==> config.mk <==
export PLATFORM = sky130hd
export DESIGN_NAME = mips_cpu_muldiv_seq
export DESIGN_NICKNAME = d
export VERILOG_FILES = /design/src/rtl/mips_cpu_muldiv_seq.sv
export SDC_FILE = /design/constraint.sdc
export NUM_CORES = 1
export LEC_CHECK = 0
export ABC_AREA = 0
export BUFFER_PORTS_ARGS = -buffer_cell sky130_fd_sc_hd__buf_2
export CAP_MARGIN = 15
export CORE_ASPECT_RATIO = 0.9
export CORE_MARGIN = 8
export CORE_UTILIZATION = 60
export DETAILED_ROUTE_END_ITERATION = 12
export HOLD_SLACK_MARGIN = 0.06
export PLACE_DENSITY = 0.91
export SETUP_SLACK_MARGIN = 0.5
export SYNTH_ARGS = -nofsm -noshare
export SYNTH_HDL_FRONTEND = slang
export SYNTH_SLANG_ARGS = --single-unit
export TNS_END_PERCENT = 5
==> constraint.sdc <==
create_clock -name clk -period 3.5 [get_ports clk]
set_input_delay 0.7 -clock clk [delete_from_list [all_inputs] [get_ports clk]]
set_output_delay 0.7 -clock clk [all_outputs]
set_load 0.005 [all_outputs]
==> src/rtl/mips_cpu_muldiv_seq.sv <==
// Iterative multiply/divide engine feeding the HI/LO register.
// One result bit is produced per clock over 32 CALC cycles on unsigned
// magnitudes. Operand signs are stripped when the operation is launched
// and re-applied in a single FIX cycle, so the datapath is purely unsigned.
module mips_cpu_muldiv_seq #(
  parameter int WIDTH = 32,
  parameter int ITER  = 32
) (
  input  logic             clk,
  input  logic             reset,
  input  logic             start,
  input  logic             op_div,
  input  logic             sin,
  input  logic [WIDTH-1:0] in_1,
  input  logic [WIDTH-1:0] in_2,
  output logic             busy,
  output logic             done,
  output logic             div_by_zero,
  output logic [WIDTH-1:0] hi_out,
  output logic [WIDTH-1:0] lo_out
);

  localparam int CW = $clog2(ITER);

  typedef enum logic [1:0] {S_IDLE, S_CALC, S_FIX, S_DONE} state_t;

  state_t             r_state;
  logic [CW-1:0]      r_count;
  logic               r_op_div;
  logic               r_sin;
  logic               r_neg_a;      // sign bit of in_1 at launch
  logic               r_neg_b;      // sign bit of in_2 at launch
  logic               r_div_zero;   // divisor was zero at launch
  logic [WIDTH-1:0]   r_in_1;       // raw dividend, returned on divide by zero
  logic [WIDTH-1:0]   r_mag;        // multiplicand or divisor magnitude
  logic [2*WIDTH-1:0] r_acc;        // {upper, lower} working accumulator
  logic               r_busy;
  logic               r_done;
  logic               r_dbz;
  logic [WIDTH-1:0]   r_hi;
  logic [WIDTH-1:0]   r_lo;

  // Operand magnitudes; sign stripping happens only when sin is set.
  logic [WIDTH-1:0] w_abs_1;
  logic [WIDTH-1:0] w_abs_2;
  assign w_abs_1 = (sin && in_1[WIDTH-1]) ? -in_1 : in_1;
  assign w_abs_2 = (sin && in_2[WIDTH-1]) ? -in_2 : in_2;

  // Multiply step: add the multiplicand into the upper half when the current
  // multiplier bit (acc LSB) is set, then shift the whole accumulator right,
  // keeping the carry of the add as the new MSB.
  logic [WIDTH:0]     w_mul_sum;
  logic [2*WIDTH-1:0] w_mul_next;
  assign w_mul_sum  = {1'b0, r_acc[2*WIDTH-1:WIDTH]} + {1'b0, r_mag};
  assign w_mul_next = r_acc[0] ? {w_mul_sum, r_acc[WIDTH-1:1]}
                               : {1'b0, r_acc[2*WIDTH-1:1]};

  // Divide step: shift the partial remainder left by one, trial-subtract the
  // divisor, and keep the difference only if it did not borrow. The remainder
  // is always below the divisor, so 33 bits hold the shifted value.
  logic [WIDTH:0]     w_rem_shift;
  logic [WIDTH:0]     w_trial;
  logic [2*WIDTH-1:0] w_div_next;
  assign w_rem_shift = r_acc[2*WIDTH-1:WIDTH-1];
  assign w_trial     = w_rem_shift - {1'b0, r_mag};
  assign w_div_next  = w_trial[WIDTH] ? {r_acc[2*WIDTH-2:0], 1'b0}
                                      : {w_trial[WIDTH-1:0], r_acc[WIDTH-2:0], 1'b1};

  // Sign correction applied in FIX.
  logic               w_signs_differ;
  logic [2*WIDTH-1:0] w_prod;
  logic [WIDTH-1:0]   w_quo;
  logic [WIDTH-1:0]   w_rem;
  assign w_signs_differ = r_sin && (r_neg_a ^ r_neg_b);
  assign w_prod = w_signs_differ ? -r_acc : r_acc;
  assign w_quo  = w_signs_differ ? -r_acc[WIDTH-1:0] : r_acc[WIDTH-1:0];
  assign w_rem  = (r_sin && r_neg_a) ? -r_acc[2*WIDTH-1:WIDTH]
                                     : r_acc[2*WIDTH-1:WIDTH];

  // Control FSM with registered status and result outputs.
  // NOTE: all state here uses non-blocking assignments so every register
  // samples pre-edge values regardless of statement order in the block.
  always_ff @(posedge clk) begin
    if (reset) begin
      r_state    <= S_IDLE;
      r_count    <= '0;
      r_op_div   <= 1'b0;
      r_sin      <= 1'b0;
      r_neg_a    <= 1'b0;
      r_neg_b    <= 1'b0;
      r_div_zero <= 1'b0;
      r_in_1     <= '0;
      r_mag      <= '0;
      r_acc      <= '0;
      r_busy     <= 1'b0;
      r_done     <= 1'b0;
      r_dbz      <= 1'b0;
      r_hi       <= '0;
      r_lo       <= '0;
    end else begin
      unique case (r_state)
        S_IDLE: begin
          if (start) begin
            r_op_div   <= op_div;
            r_sin      <= sin;
            r_neg_a    <= in_1[WIDTH-1];
            r_neg_b    <= in_2[WIDTH-1];
            r_div_zero <= (in_2 == '0);
            r_in_1     <= in_1;
            // Divide iterates over the dividend, multiply over the multiplier.
            r_acc      <= {{WIDTH{1'b0}}, (op_div ? w_abs_1 : w_abs_2)};
            r_mag      <= op_div ? w_abs_2 : w_abs_1;
            r_count    <= '0;
            r_busy     <= 1'b1;
            r_state    <= S_CALC;
          end
        end
        S_CALC: begin
          r_acc <= r_op_div ? w_div_next : w_mul_next;
          if (r_count == CW'(ITER - 1)) begin
            r_state <= S_FIX;
          end else begin
            r_count <= r_count + CW'(1);
          end
        end
        S_FIX: begin
          if (!r_op_div) begin
            r_hi  <= w_prod[2*WIDTH-1:WIDTH];
            r_lo  <= w_prod[WIDTH-1:0];
            r_dbz <= 1'b0;
          end else if (r_div_zero) begin
            r_hi  <= r_in_1;
            r_lo  <= '1;
            r_dbz <= 1'b1;
          end else begin
            r_hi  <= w_rem;
            r_lo  <= w_quo;
            r_dbz <= 1'b0;
          end
          r_done  <= 1'b1;
          r_state <= S_DONE;
        end
        S_DONE: begin
          r_done  <= 1'b0;
          r_busy  <= 1'b0;
          r_state <= S_IDLE;
        end
        default: r_state <= S_IDLE;
      endcase
    end
  end

  assign busy        = r_busy;
  assign done        = r_done;
  assign div_by_zero = r_dbz;
  assign hi_out      = r_hi;
  assign lo_out      = r_lo;

endmodule

==> qor.csv <==
metric;value;unit
ys_async_sr_fraction;0;%
cts_made_buffers;22;
final_antenna_net_count;0;
fill_cells;2099;
drt_iter0_drc;2686;
cts_sinks;206;
p_seq_share;25.6;%
switching_share;46.5;%
pwr-share-comb;56.0;%
finalWirelength;66.3;mm
nNetsFinal;2536;
grt_max_degree;80;
synth_top_area_cell;dfxtp_1;
synth_warnings;0;
p_switching;6.56;mW
synthesis.area;16500;um2
finClkSkew;0.0161;ns
path_max_fanout;11;
synthAdderAreaFrac;5.85;%
final.setup.worst_slack;0.185;ns
setup.worst_path.start_class;register;
yosysSeqAreaShare;25.0;%
required;3.89;ns
fin_crit_sh;94.7;%
clkPwrFrac;18.4;%
internal_power;7.54;mW
reg2reg_depth;14;
core-area;27000;um2
cts_buffer_depth;3;
max_freq;302;MHz
ys_types;83;
cp_slowest_cell;o41ai_4;
drv_cap;0;
synthMuxAreaShare;5.16;%
htree_levels;1;
synthFlopType;dfxtp_1;
dp_hpwl;48.5;mm
postCtsHoldBufs;0;
tightest_slew;0.942;ns
power_leakage;8.22;nW
ir_worst_vdd;0.544;mV
worst_skew_pair.late_latency;0.54;ns
drive_gt1_share;19.2;%
drc_errors;0;
cts_root_buf;clkbuf_16;
finalSetupTns;0;ns
hold_viol;0;
slew_viol_final;0;
syn_inst;2247;
chipWidth;191;um
synth_top_cell_area_share;25.0;%
die-area;33100;um2
die_y;173;um
antenna_found_initial;2;
cp_common_cell;buf_4;
rows;57;
layout_common_cells;246 x nor2_1, 244 x nand2_1, 230 x a21oi_1, 190 x dfxtp_1, 143 x buf_4;
status;complete, no violations;
synth.area.top_cells;dfxtp_1 25%, a21oi_1 7.3%, nor2_1 5.8%, ha_1 5.6%, nand2_1 5.6%;
finalSetupViolCount;0;
syn_area_per_cell;7.35;um2
slew_headroom;37.2;%
rsz0062_at_grt;yes;
pre_cts_ws;0.0336;ns
gr-usage-all-layers;37.8;%
worstPathArrival;3.71;ns
synth_compound_area_share;27.5;%
place_congestion;1.02;
synth_edf_count;0;
synth_top_family_by_area;compound AO/OA/AOI/OAI gates;
routed_via_density;6.79;
synth_xor_area_share;10.0;%
vias;18700;
first_pass_iters;6;
critical_path.cell_chain;inv_1 > ha_4 > o211ai_1 > a21oi_4 > o41ai_4 > o31a_1 > a211oi_2 > buf_4 > a311oi_4 > buf_4 > buf_16 > nor2_1 > a21oi_1 > o221ai_1;
hold_path.class;register to register;
overflow;0;
numPortBuffers;135;
p_total;14.1;mW
fin_crit;3.32;ns
max_stage_delay;0.37;ns
clkTransAtPathRegs;0.06;ns
power_density;727;nW/um2
grt_pass1_wl;100;mm
wl_per_cell;24.0;um
endpoint_kind;register;
path_class;register to register;
yosys.area_share.simple;21.1;%
initial_utilization;61.1;%
whs_path_depth;2;
yosys_register_bits;206;
ios;136;
final_common_cell;nor2_1;
cts_tree;done;
syn2layout_area_growth;17.4;%
synth_nets;2392;
antennaDiodeCount;0;
grt_pass1_vias;17500;
## worst max-delay path: cells and delay by family, from the launching register on
| kind | cells | cell delay [ns] |
|---|---|---|
| DFF | 1 | 0.36 |
| and+or+nand+nor | 1 | 0.06 |
| AOI/OAI and AO/OA | 8 | 1.86 |
| adders and majority gates | 1 | 0.26 |
| buffers and inverters | 4 | 0.61 |
## cell usage after synthesis (4+ instances only)
cell,n
a31oi_1,23
and2_1,10
or4_1,10
or4_4,4
o2111ai_1,4
o211ai_1,31
nand3_1,33
a21o_1,36
a311oi_1,10
nor2b_1,16
o31ai_1,21
xor2_1,91
a22oi_1,5
or2_2,7
o21ai_1,6
o22ai_1,25
dfxtp_1,206
nand4_1,12
mux2_2,25
a22o_1,13
buf_2,12
nor2_1,256
nor3_1,49
inv_1,64
a211o_1,4
o21a_1,4
a211oi_1,93
o221ai_1,5
nor4_1,17
o21bai_1,12
ha_1,74
nand2_1,246
a32o_1,7
xnor2_1,98
mux2i_1,57
clkbuf_1,144
o41ai_1,7
o21ai_0,133
buf_1,10
a21oi_1,242
and3_1,11
nand2b_1,27
or3_1,18
## registers in the layout (all words and copies together), names as in the netlist, 2 cells and up
| signal | count |
|---|---|
| hi_out | 32 |
| lo_out | 32 |
| r_acc | 64 |
| r_count | 5 |
| r_in_1 | 31 |
| r_mag | 32 |
| r_state | 2 |
## metal layers
layer / track usage (%) / share of wire [%]
met1: 49.0 / 38
met2: 55.0 / 41
met3: 12.6 / 15
met4: 19.1 / 5.9
met5: 0 / 0.020
## logic make-up (layout without fill, tap and decap cells)
family                   count (synthesis)  after routing
AO/OA/AOI/OAI                          716            716
XOR/XNOR                               189            189
adder cells (fa/ha/maj)                 76             76
buffers and inverters                  234            393
flip-flops                             206            206
multiplexers                            82             82
AND/OR/NAND/NOR                        744            744
## per-stage QoR
stage	util, %	area [um2]	hold slack, ns	cells
2_1_floorplan	-	16500	0.433	2247
3_3_place_gp	66.6	18000	0.436	2696
3_5_place_dp	66.6	18000	0.445	2696
4_1_cts	70.7	19100	0.459	2750
5_1_grt	71.8	19400	0.480	2760
6_report	71.8	19400	0.463	2760
## path summary, 6_finish.rpt
check,startpoint,to,slack [ns]
setup / recovery,r_mag[3],r_acc[33],0.18
hold / removal,r_in_1[16],r_in_1[16],0.46
setup reg to reg,r_mag[3],r_acc[33],0.18
hold reg to reg,r_in_1[16],r_in_1[16],0.46
## power by group through the flow
stage / clock network [mW] / registers (mW) / logic, mW
after floorplan: 0 / 3.42 / 4.60
after global placement: 0 / 3.56 / 6.77
after detailed placement: 0 / 3.59 / 6.88
after CTS: 2.58 / 3.56 / 7.30
after global routing: 2.67 / 3.65 / 8.38
final: 2.59 / 3.62 / 7.89
## layout make-up
class	instances	area, um2	area share, %
Clock buffer	31	666	3.43
Clock inverter	8	129	0.664
Inverter	67	251	1.30
Multi-Input combinational cell	1807	11800	60.9
Sequential cell	206	4150	21.4
Tap cell	354	443	2.28
Timing Repair Buffer	287	1950	10.1
## what timing repair did
| item | in CTS | in global routing |
|---|---|---|
| setup buffers | 12 | 9 |
| setup endpoints to repair | 45 | 64 |
| resized for setup | 38 | 48 |
| gates cloned | 3 | 1 |
| pin swaps | 20 | 17 |
(Power assumes the default switching activity.)
